==> src/rtl/demux_pkg.sv <==
// rtl/demux_pkg.sv - shared types and constants for the demux frame router
package demux_pkg;

    localparam int LANES = 4;
    localparam int SEL_W = 2;

    localparam logic MODE_RR   = 1'b0;
    localparam logic MODE_ADDR = 1'b1;

    typedef enum logic [1:0] {
        IDLE  = 2'd0,
        ROUTE = 2'd1,
        DROP  = 2'd2
    } state_t;

endpackage

==> src/rtl/rr_lane_pick.sv <==
// rtl/rr_lane_pick.sv - first enabled lane at or after rr_ptr, wrapping
module rr_lane_pick
    import demux_pkg::*;
(
    input  logic [SEL_W-1:0] rr_ptr,
    input  logic [LANES-1:0] lane_en,
    output logic [SEL_W-1:0] target,
    output logic             any_en
);

    logic [2*LANES-1:0] en_dbl;
    logic [LANES-1:0]   en_rot;

    // Doubling the mask turns the wrap-around search into a plain slice.
    always_comb begin
        en_dbl = {lane_en, lane_en};
        en_rot = en_dbl[rr_ptr +: LANES];
        any_en = |lane_en;
        target = rr_ptr;
        for (int k = LANES - 1; k >= 0; k--) begin
            if (en_rot[k]) begin
                target = rr_ptr + SEL_W'(k);
            end
        end
    end

endmodule

==> src/rtl/demux_frame_router.sv <==
// rtl/demux_frame_router.sv - per-frame lane selection and output register for the 1x4 demux
module demux_frame_router
    import demux_pkg::*;
#(
    parameter int W      = 1,
    parameter int DCNT_W = 8
) (
    input  logic              clk,
    input  logic              rst,
    input  logic              s_valid,
    output logic              s_ready,
    input  logic [W-1:0]      s_data,
    input  logic              s_last,
    input  logic              mode,
    input  logic [LANES-1:0]  lane_en,
    input  logic [LANES-1:0]  lane_ready,
    output logic [SEL_W-1:0]  sel,
    output logic [W-1:0]      dout,
    output logic              dout_valid,
    output logic              dout_last,
    output logic [DCNT_W-1:0] drop_cnt
);

    state_t              state_q, state_d;
    logic [SEL_W-1:0]    sel_q, sel_d;
    logic [W-1:0]        dout_q, dout_d;
    logic                valid_q, valid_d;
    logic                last_q, last_d;
    logic [SEL_W-1:0]    rr_q, rr_d;
    logic [DCNT_W-1:0]   drop_cnt_q;
    logic                cnt_inc;
    logic                out_free;
    logic [SEL_W-1:0]    rr_target;
    logic                rr_any;
    logic [SEL_W-1:0]    hdr_tgt;

    rr_lane_pick u_pick (
        .rr_ptr (rr_q),
        .lane_en(lane_en),
        .target (rr_target),
        .any_en (rr_any)
    );

    if (W >= SEL_W) begin : g_hdr
        assign hdr_tgt = s_data[SEL_W-1:0];
    end else begin : g_hdr_narrow
        assign hdr_tgt = SEL_W'(s_data);
    end

    assign out_free = !valid_q || lane_ready[sel_q];

    always_comb begin
        state_d = state_q;
        sel_d   = sel_q;
        dout_d  = dout_q;
        valid_d = valid_q;
        last_d  = last_q;
        rr_d    = rr_q;
        cnt_inc = 1'b0;
        s_ready = out_free;

        if (valid_q && lane_ready[sel_q]) begin
            valid_d = 1'b0;
        end

        case (state_q)
            IDLE: begin
                // Header accept is gated too: sel may move under a pending beat otherwise.
                s_ready = out_free;
                if (s_valid && out_free) begin
                    if (mode == MODE_RR) begin
                        if (!rr_any) begin
                            cnt_inc = 1'b1;
                            if (!s_last) state_d = DROP;
                        end else begin
                            dout_d  = s_data;
                            last_d  = s_last;
                            valid_d = 1'b1;
                            sel_d   = rr_target;
                            rr_d    = rr_target + SEL_W'(1);
                            if (!s_last) state_d = ROUTE;
                        end
                    end else if (!s_last) begin
                        if (!lane_en[hdr_tgt]) begin
                            cnt_inc = 1'b1;
                            state_d = DROP;
                        end else begin
                            sel_d   = hdr_tgt;
                            state_d = ROUTE;
                        end
                    end
                end
            end
            ROUTE: begin
                s_ready = out_free;
                if (s_valid && out_free) begin
                    dout_d  = s_data;
                    last_d  = s_last;
                    valid_d = 1'b1;
                    if (s_last) state_d = IDLE;
                end
            end
            DROP: begin
                s_ready = 1'b1;
                if (s_valid && s_last) state_d = IDLE;
            end
            default: begin
                state_d = IDLE;
            end
        endcase
    end

    always_ff @(posedge clk) begin
        if (rst) begin
            state_q    <= IDLE;
            sel_q      <= '0;
            dout_q     <= '0;
            valid_q    <= 1'b0;
            last_q     <= 1'b0;
            rr_q       <= '0;
            drop_cnt_q <= '0;
        end else begin
            state_q <= state_d;
            sel_q   <= sel_d;
            dout_q  <= dout_d;
            valid_q <= valid_d;
            last_q  <= last_d;
            rr_q    <= rr_d;
            if (cnt_inc && drop_cnt_q != {DCNT_W{1'b1}}) begin
                drop_cnt_q <= drop_cnt_q + DCNT_W'(1);
            end
        end
    end

    assign sel        = sel_q;
    assign dout       = dout_q;
    assign dout_valid = valid_q;
    assign dout_last  = last_q;
    assign drop_cnt   = drop_cnt_q;

endmodule

==> config.mk <==
export PLATFORM = sky130hd
export DESIGN_NAME = demux_frame_router
export DESIGN_NICKNAME = d
export VERILOG_FILES = /design/src/rtl/demux_pkg.sv /design/src/rtl/rr_lane_pick.sv /design/src/rtl/demux_frame_router.sv
export SDC_FILE = /design/constraint.sdc
export NUM_CORES = 1
export LEC_CHECK = 0
export BUFFER_PORTS_ARGS = -buffer_cell sky130_fd_sc_hd__buf_2
export CAP_MARGIN = 30
export CELL_PAD_IN_SITES_DETAIL_PLACEMENT = 1
export CELL_PAD_IN_SITES_GLOBAL_PLACEMENT = 1
export CORE_MARGIN = 2
export CORE_UTILIZATION = 37
export CTS_CLUSTER_SIZE = 25
export DETAILED_ROUTE_END_ITERATION = 8
export PLACE_DENSITY_LB_ADDON = 0.08
export SLEW_MARGIN = 20
export SYNTH_ARGS = -nofsm -noshare
export SYNTH_HDL_FRONTEND = slang
export SYNTH_HIERARCHICAL = 1
export SYNTH_SLANG_ARGS = --single-unit
==> constraint.sdc <==
create_clock -name clk -period 1.8 [get_ports clk]
set_input_delay 0.09 -clock clk [delete_from_list [all_inputs] [get_ports clk]]
set_output_delay 0.09 -clock clk [all_outputs]
set_load 0.05 [all_outputs]
# ---- After elaboration in Yosys (flattened, before gate mapping)
# Index checks and enable logic that the tools add are counted.
dict set report totals {
  wordCells 88
  regBits 17
}
dict set report classes {
  n_lt_le_gt_ge 2
  mux 46
  reduce_logical 14
  shifts 1
  add_sub_neg 5
  bitwise_logic 1
  n_eq_ne 12
}
# cell count
set op_table {}
lappend op_table {{$mux 2} 18}
lappend op_table {{$mux 1} 23}
lappend op_table {{$ne 2x2->1 const B} 8}
lappend op_table {{$reduce_and 5->1} 3}
lappend op_table {{$add 8x1->8 const B} 1}
lappend op_table {{$ne 8x8->1 const B} 1}
lappend op_table {{$shiftx 8x3->4} 1}
lappend op_table {{$pmux 1 s2} 3}
lappend op_table {{$pmux 2 s3} 1}
lappend op_table {{$add 2x1->2 const B} 2}
lappend op_table {{$add 2x2->2 const B} 2}
lappend op_table {{$logic_and 1x1->1} 4}
lappend op_table {{$reduce_and 4->1} 1}
lappend op_table {{$reduce_bool 2->1} 2}
lappend op_table {{$reduce_or 4->1} 1}
lappend op_table {{$lt 1x3->1 const B} 1}
lappend op_table {{$lt 2x3->1 const B} 1}
lappend op_table {{$bmux 1 s2} 1}
lappend op_table {{$eq 2x1->1 const B} 1}
lappend op_table {{$eq 2x2->1 const B} 1}
lappend op_table {{$logic_not 2->1} 1}
lappend op_table {{$ne 2x1->1 const B} 1}
lappend op_table {{$logic_not 1->1} 1}
lappend op_table {{$logic_or 1x1->1} 1}
lappend op_table {{$not 1->1} 1}

# ---- Longest topological paths before layout
dict set report depth {
  depth_word 8
  mapped_depth 6
}

# ---- Modules after synthesis
# The synthesis kept the hierarchy.
# module area_each_um2 cells_each instances seq_area_each_um2
set by_module_without_submodules {}
lappend by_module_without_submodules {demux_frame_router 965.9 111 1 340.3}
lappend by_module_without_submodules {rr_lane_pick 88.8 15 1 0.0}

# ---- Worst setup path after synthesis
# OpenSTA, ideal clock, no wires.
dict set report synth_timing {
  kind {register to register}
  startpoint {reg sel_q[1], in the netlist sel[1]}
  endpoint {reg drop_cnt_q[2], in the netlist drop_cnt[2]}
  setup_ps 121
  stages_incl_launch_ff 6
  arrival_ps 1843
  t_required_ps 1679
  slack_ps -163
  period_less_slack_ps 1963
  cell_sequence {dfxtp_1 -> mux2_2 -> o221ai_2 -> buf_6 -> nor4_1 -> mux2_2}
}
dict set report synth_via {
  elab_chain_cells 7
}
# element line
set synth_lines {}
lappend synth_lines {{start, declared} demux_frame_router.sv:25} ;# logic [SEL_W-1:0] sel_q, sel_d;
lappend synth_lines {{start signal, assigned} demux_frame_router.sv:124} ;# sel_q <= sel_d;
lappend synth_lines {{$bmux 1 s2} demux_frame_router.sv:50} ;# assign out_free = !valid_q || lane_ready[sel_q];
lappend synth_lines {{$mux 1 (not written as such)} demux_frame_router.sv:50}
lappend synth_lines {{$logic_or 1x1->1} demux_frame_router.sv:50}
lappend synth_lines {{$logic_and 1x1->1} demux_frame_router.sv:70} ;# if (s_valid && out_free) begin
lappend synth_lines {{$mux 1} demux_frame_router.sv:70}
lappend synth_lines {{$mux 1} demux_frame_router.sv:66} ;# case (state_q)
lappend synth_lines {{$logic_and 1x1->1} demux_frame_router.sv:129} ;# if (cnt_inc && drop_cnt_q != {DCNT_W{1'b1}}) begin
lappend synth_lines {{end signal, assigned} demux_frame_router.sv:130} ;# drop_cnt_q <= drop_cnt_q + DCNT_W'(1);
lappend synth_lines {{end, declared} demux_frame_router.sv:30} ;# logic [DCNT_W-1:0] drop_cnt_q;
# No other way between the ends. The select of a mux whose other input is x is not followed.
# A chain may end at the register's enable or synchronous reset.

# ---- Worst setup path after layout
dict set report layout_timing {
  startpoint {reg sel_q[1], in the netlist sel[1]}
  endpoint {reg drop_cnt_q[5], in the netlist drop_cnt[5]}
}
# The elaborated chain is that of the path after synthesis.

==> summary.md <==
| Metric | Value |
|---|---|
| Remaining antenna violation count | `0` |
| Top_reg_cell synth | `dfxtp_1` |
| Port Buffer Count | `27` |
| GRT Total Usage | `0.196` |
| Cell row count | `19` |
| Final cycle utilization of the critical path | `0.957` |
| Critical path class | `flip-flop to flip-flop` |
| Type of origin of the critical path | `flip-flop` |
| Worst skew pair latency | `~0.30 ns` |
| Tot Pwr | `roughly 0.00085 W` |
| CTS tree | `done` |
| Layout cells sized above 1 | `0.381` |
| Clock transition at the registers of the reported paths | `about 0.11 ns` |
| CTS max path bufs | `2` |
| Final HPWL DP | `about 2.4 mm` |
| Final wirelength | `2.95 mm` |
| Final hold slack | `between 0.05 and 0.06 ns` |
| Post-synth EDFFs | `0` |
| Finished Core Util | `0.502` |
| VDD IR max | `between 0.3 and 0.4 mV` |
| Seq cells post-synth | `17` |
| Vias | `roughly 1100` |
| Outcome | `completed` |
| Skew final | `0.00661 ns` |
| Headroom to the max-slew limit | `0.718` |
| Initial drt markers | `34` |
| Crit. End Element | `flip-flop` |
| Die height | `~57 um` |
| Final setup vio count | `0` |
| Avg Vias per Cell | `~5.7` |
| Synth warn | `6` |
| Worst hold path type | `input port to flip-flop` |
| Mapped Area | `approximately 0.0011 mm^2` |
| Critical path's largest stage delay | `between 0.3 and 0.4 ns` |
| Worst Path Arrival | `1.92 ns` |
| Drt pass-1 iters | `4` |
| DRC | `0` |
| RSZ-0062 raised after global routing | `true` |
| GRT overflow | `0` |
| Synth area leader | `dfxtp_1` |
| # fillers | `between 300 and 400` |
| Synth cell types | `37` |
| Slowest CP cell | `mux2_2` |
| Syn nets | `about 140` |
| Cells along the critical path | `mux2_2 > o221ai_2 > buf_4 > nor4_1 > mux2_2` |
| Final Slew Violations | `0` |
| Most common cell after layout, fill and taps aside | `buf_2` |
| P per Cell Area | `about 620 mW/mm^2` |
| Worst EP required | `roughly 2.0 ns` |
| Final worst slack | `0.0772 ns` |
| Fin. Hold Viols | `0` |
| Synth area leaders | `dfxtp_1, mux2_2, nor2b_1` |
| Post-synthesis sequential area ratio | `0.323` |
| Cell count after placement | `roughly 200` |
| Crit Path Max Fanout | `4` |
| Gpl congestion | `between 0.7 and 0.8` |
| Largest net degree at the start of global routing | `18` |
| Minimum clock period after layout | `1.72 ns` |
| WL/cell | `14.8 um` |
| Clock net sink count | `17` |
| Via count of the first global-routing pass | `between 1000 and 1500` |
| Leak | `between 0.5 and 0.6 nW` |
| Stages on worst setup path | `5` |
| Setup WS pre-CTS | `approximately 0.0034 ns` |
| Die Width | `approximately 57 um` |
| First-pass GRT wire length | `~5 mm` |
| Slew @ Worst Pin | `0.421 ns` |
| Effective utilization at floorplan | `0.386` |
| Post-CTS Setup Inserts | `0` |
| Num CTS Buffers | `3` |
| Avg Cell Area, Syn | `between 8 and 9 um^2` |
| Hold path cells | `2` |
| Cells after Synth | `126` |
| Max Clk Rate | `0.580 GHz` |
| CTS H-tree lvls | `1` |
| Ys async rst share | `0` |
| Die ar. | `around 0.0033 mm^2` |
| Cells on worst reg2reg path | `5` |
| Max-cap violations | `0` |
| Core area | `between 0.002 and 0.003 mm^2` |
| Leading cell types in the layout, fill and taps excluded | `buf_2, buf_4, nand2_1, dfxtp_1, nor2_1` |
| Reg2reg setup slack | `approximately 0.077 ns` |
| Initial antenna violation count | `0` |
| Area grow syn2layout | `30.0%` |
| Top-area cell type share of the netlist area | `0.323` |
| Root Buffer | `clkbuf_4` |
| Top delay family on crit path | `multiplexers` |
| WP buf/inv | `1` |
| Most used cell, CP | `mux2_2` |
| Diodes inserted | `0` |
| Final net count | `between 150 and 200` |
| Non-filler cells, final | `199` |
| Io pins | `28` |
## cells by family (layout without fill, tap and decap cells)
group	Yosys count	count (layout)	synth area share
flops	17	17	0.323
xor+xnor	1	1	0.00831
buf+inv	9	51	0.0427
compound gates	32	32	0.227
fa+ha+maj	1	1	0.0119
simple gates	54	54	0.266
mux	12	12	0.122
## worst register-to-register path, cell delays in order (launching register included)
cell and delay (ns):
dfxtp_2 0.35, mux2_2 0.27, o221ai_2 0.15, buf_4 0.17
nor4_1 0.31, mux2_2 0.38
## final cells by class
| cell class | count | area [um^2] | share of cell area |
|---|---|---|---|
| well taps | 31 | 38.8 | 0.0283 |
| clock buffers | 3 | 22.5 | 0.0164 |
| repair buffers | 41 | 243 | 0.177 |
| clock inverters | 1 | 5.00 | 0.00365 |
| flip-flops and latches | 17 | 345 | 0.252 |
| multi-input cells | 100 | 694 | 0.506 |
| inverters | 6 | 22.5 | 0.0164 |
## path summary, 6_finish.rpt
path / from / endpoint
worst max-delay path: sel[1]$_SDFFE_PP0P_ / drop_cnt[5]$_SDFFE_PP0P_
worst min-delay path: s_last / state_q[0]$_SDFFE_PP0P_
worst max register to register: sel[1]$_SDFFE_PP0P_ / drop_cnt[5]$_SDFFE_PP0P_
worst min register to register: dout$_SDFFE_PP0P_ / dout$_SDFFE_PP0P_
## Yosys cell counts, types with 2 or more instances
master / n
a2111oi_0: 2
a21oi_1: 8
a311oi_1: 2
and4_1: 3
dfxtp_1: 17
inv_1: 5
mux2_2: 7
mux2i_1: 5
nand2_1: 13
nand2b_1: 3
nand3_1: 2
nor2_1: 11
nor2b_1: 9
nor3_1: 2
nor4_1: 5
o21ai_0: 6
o221a_2: 2
o41ai_1: 3
or3_1: 3
## report_power, final
part | internal [W] | switching (W) | leakage (nW)
registers | 0.000392 | 0.0000157 | 0.140
clock network | 0.0000828 | 0.000133 | 0.0177
logic | 0.0000919 | 0.000136 | 0.408
total | 0.000567 | 0.000285 | 0.566
## stage by stage
step / cell area [um^2] / TNS, ns
after floorplan: 1060 / 0
after global placement: 1320 / -0.0185
after detailed placement: 1320 / 0
after CTS: 1340 / 0
after global routing: 1370 / -0.00481
final: 1370 / 0
## sequential cells by signal, summed over array words and instances (netlist names)
| register | flops |
|---|---|
| sel | 2 |
| dout | 1 |
| rr_q | 2 |
| drop_cnt | 8 |
| state_q | 2 |
| dout_last | 1 |
| dout_valid | 1 |
## repair_timing
item / 4_1_cts / 5_1_grt
hold buffers: 0 / 0
resized for setup: 0 / 6
endpoints found under the setup margin: 0 / 4
## metal layers
| metal | part of all wire | wire length (um) | track usage | vias to the layer above |
|---|---|---|---|---|
| li1 | - | - | - | 555 |
| met1 | 0.44 | 1290 | 0.232 | 555 |
| met2 | 0.52 | 1520 | 0.349 | 23 |
| met3 | 0.033 | 96 | 0.0272 | 4 |
| met4 | 0.013 | 38 | 0.0897 | 0 |
| met5 | 0 | 0 | 0 | - |
Note: power is estimated with default switching activity, not from simulation.
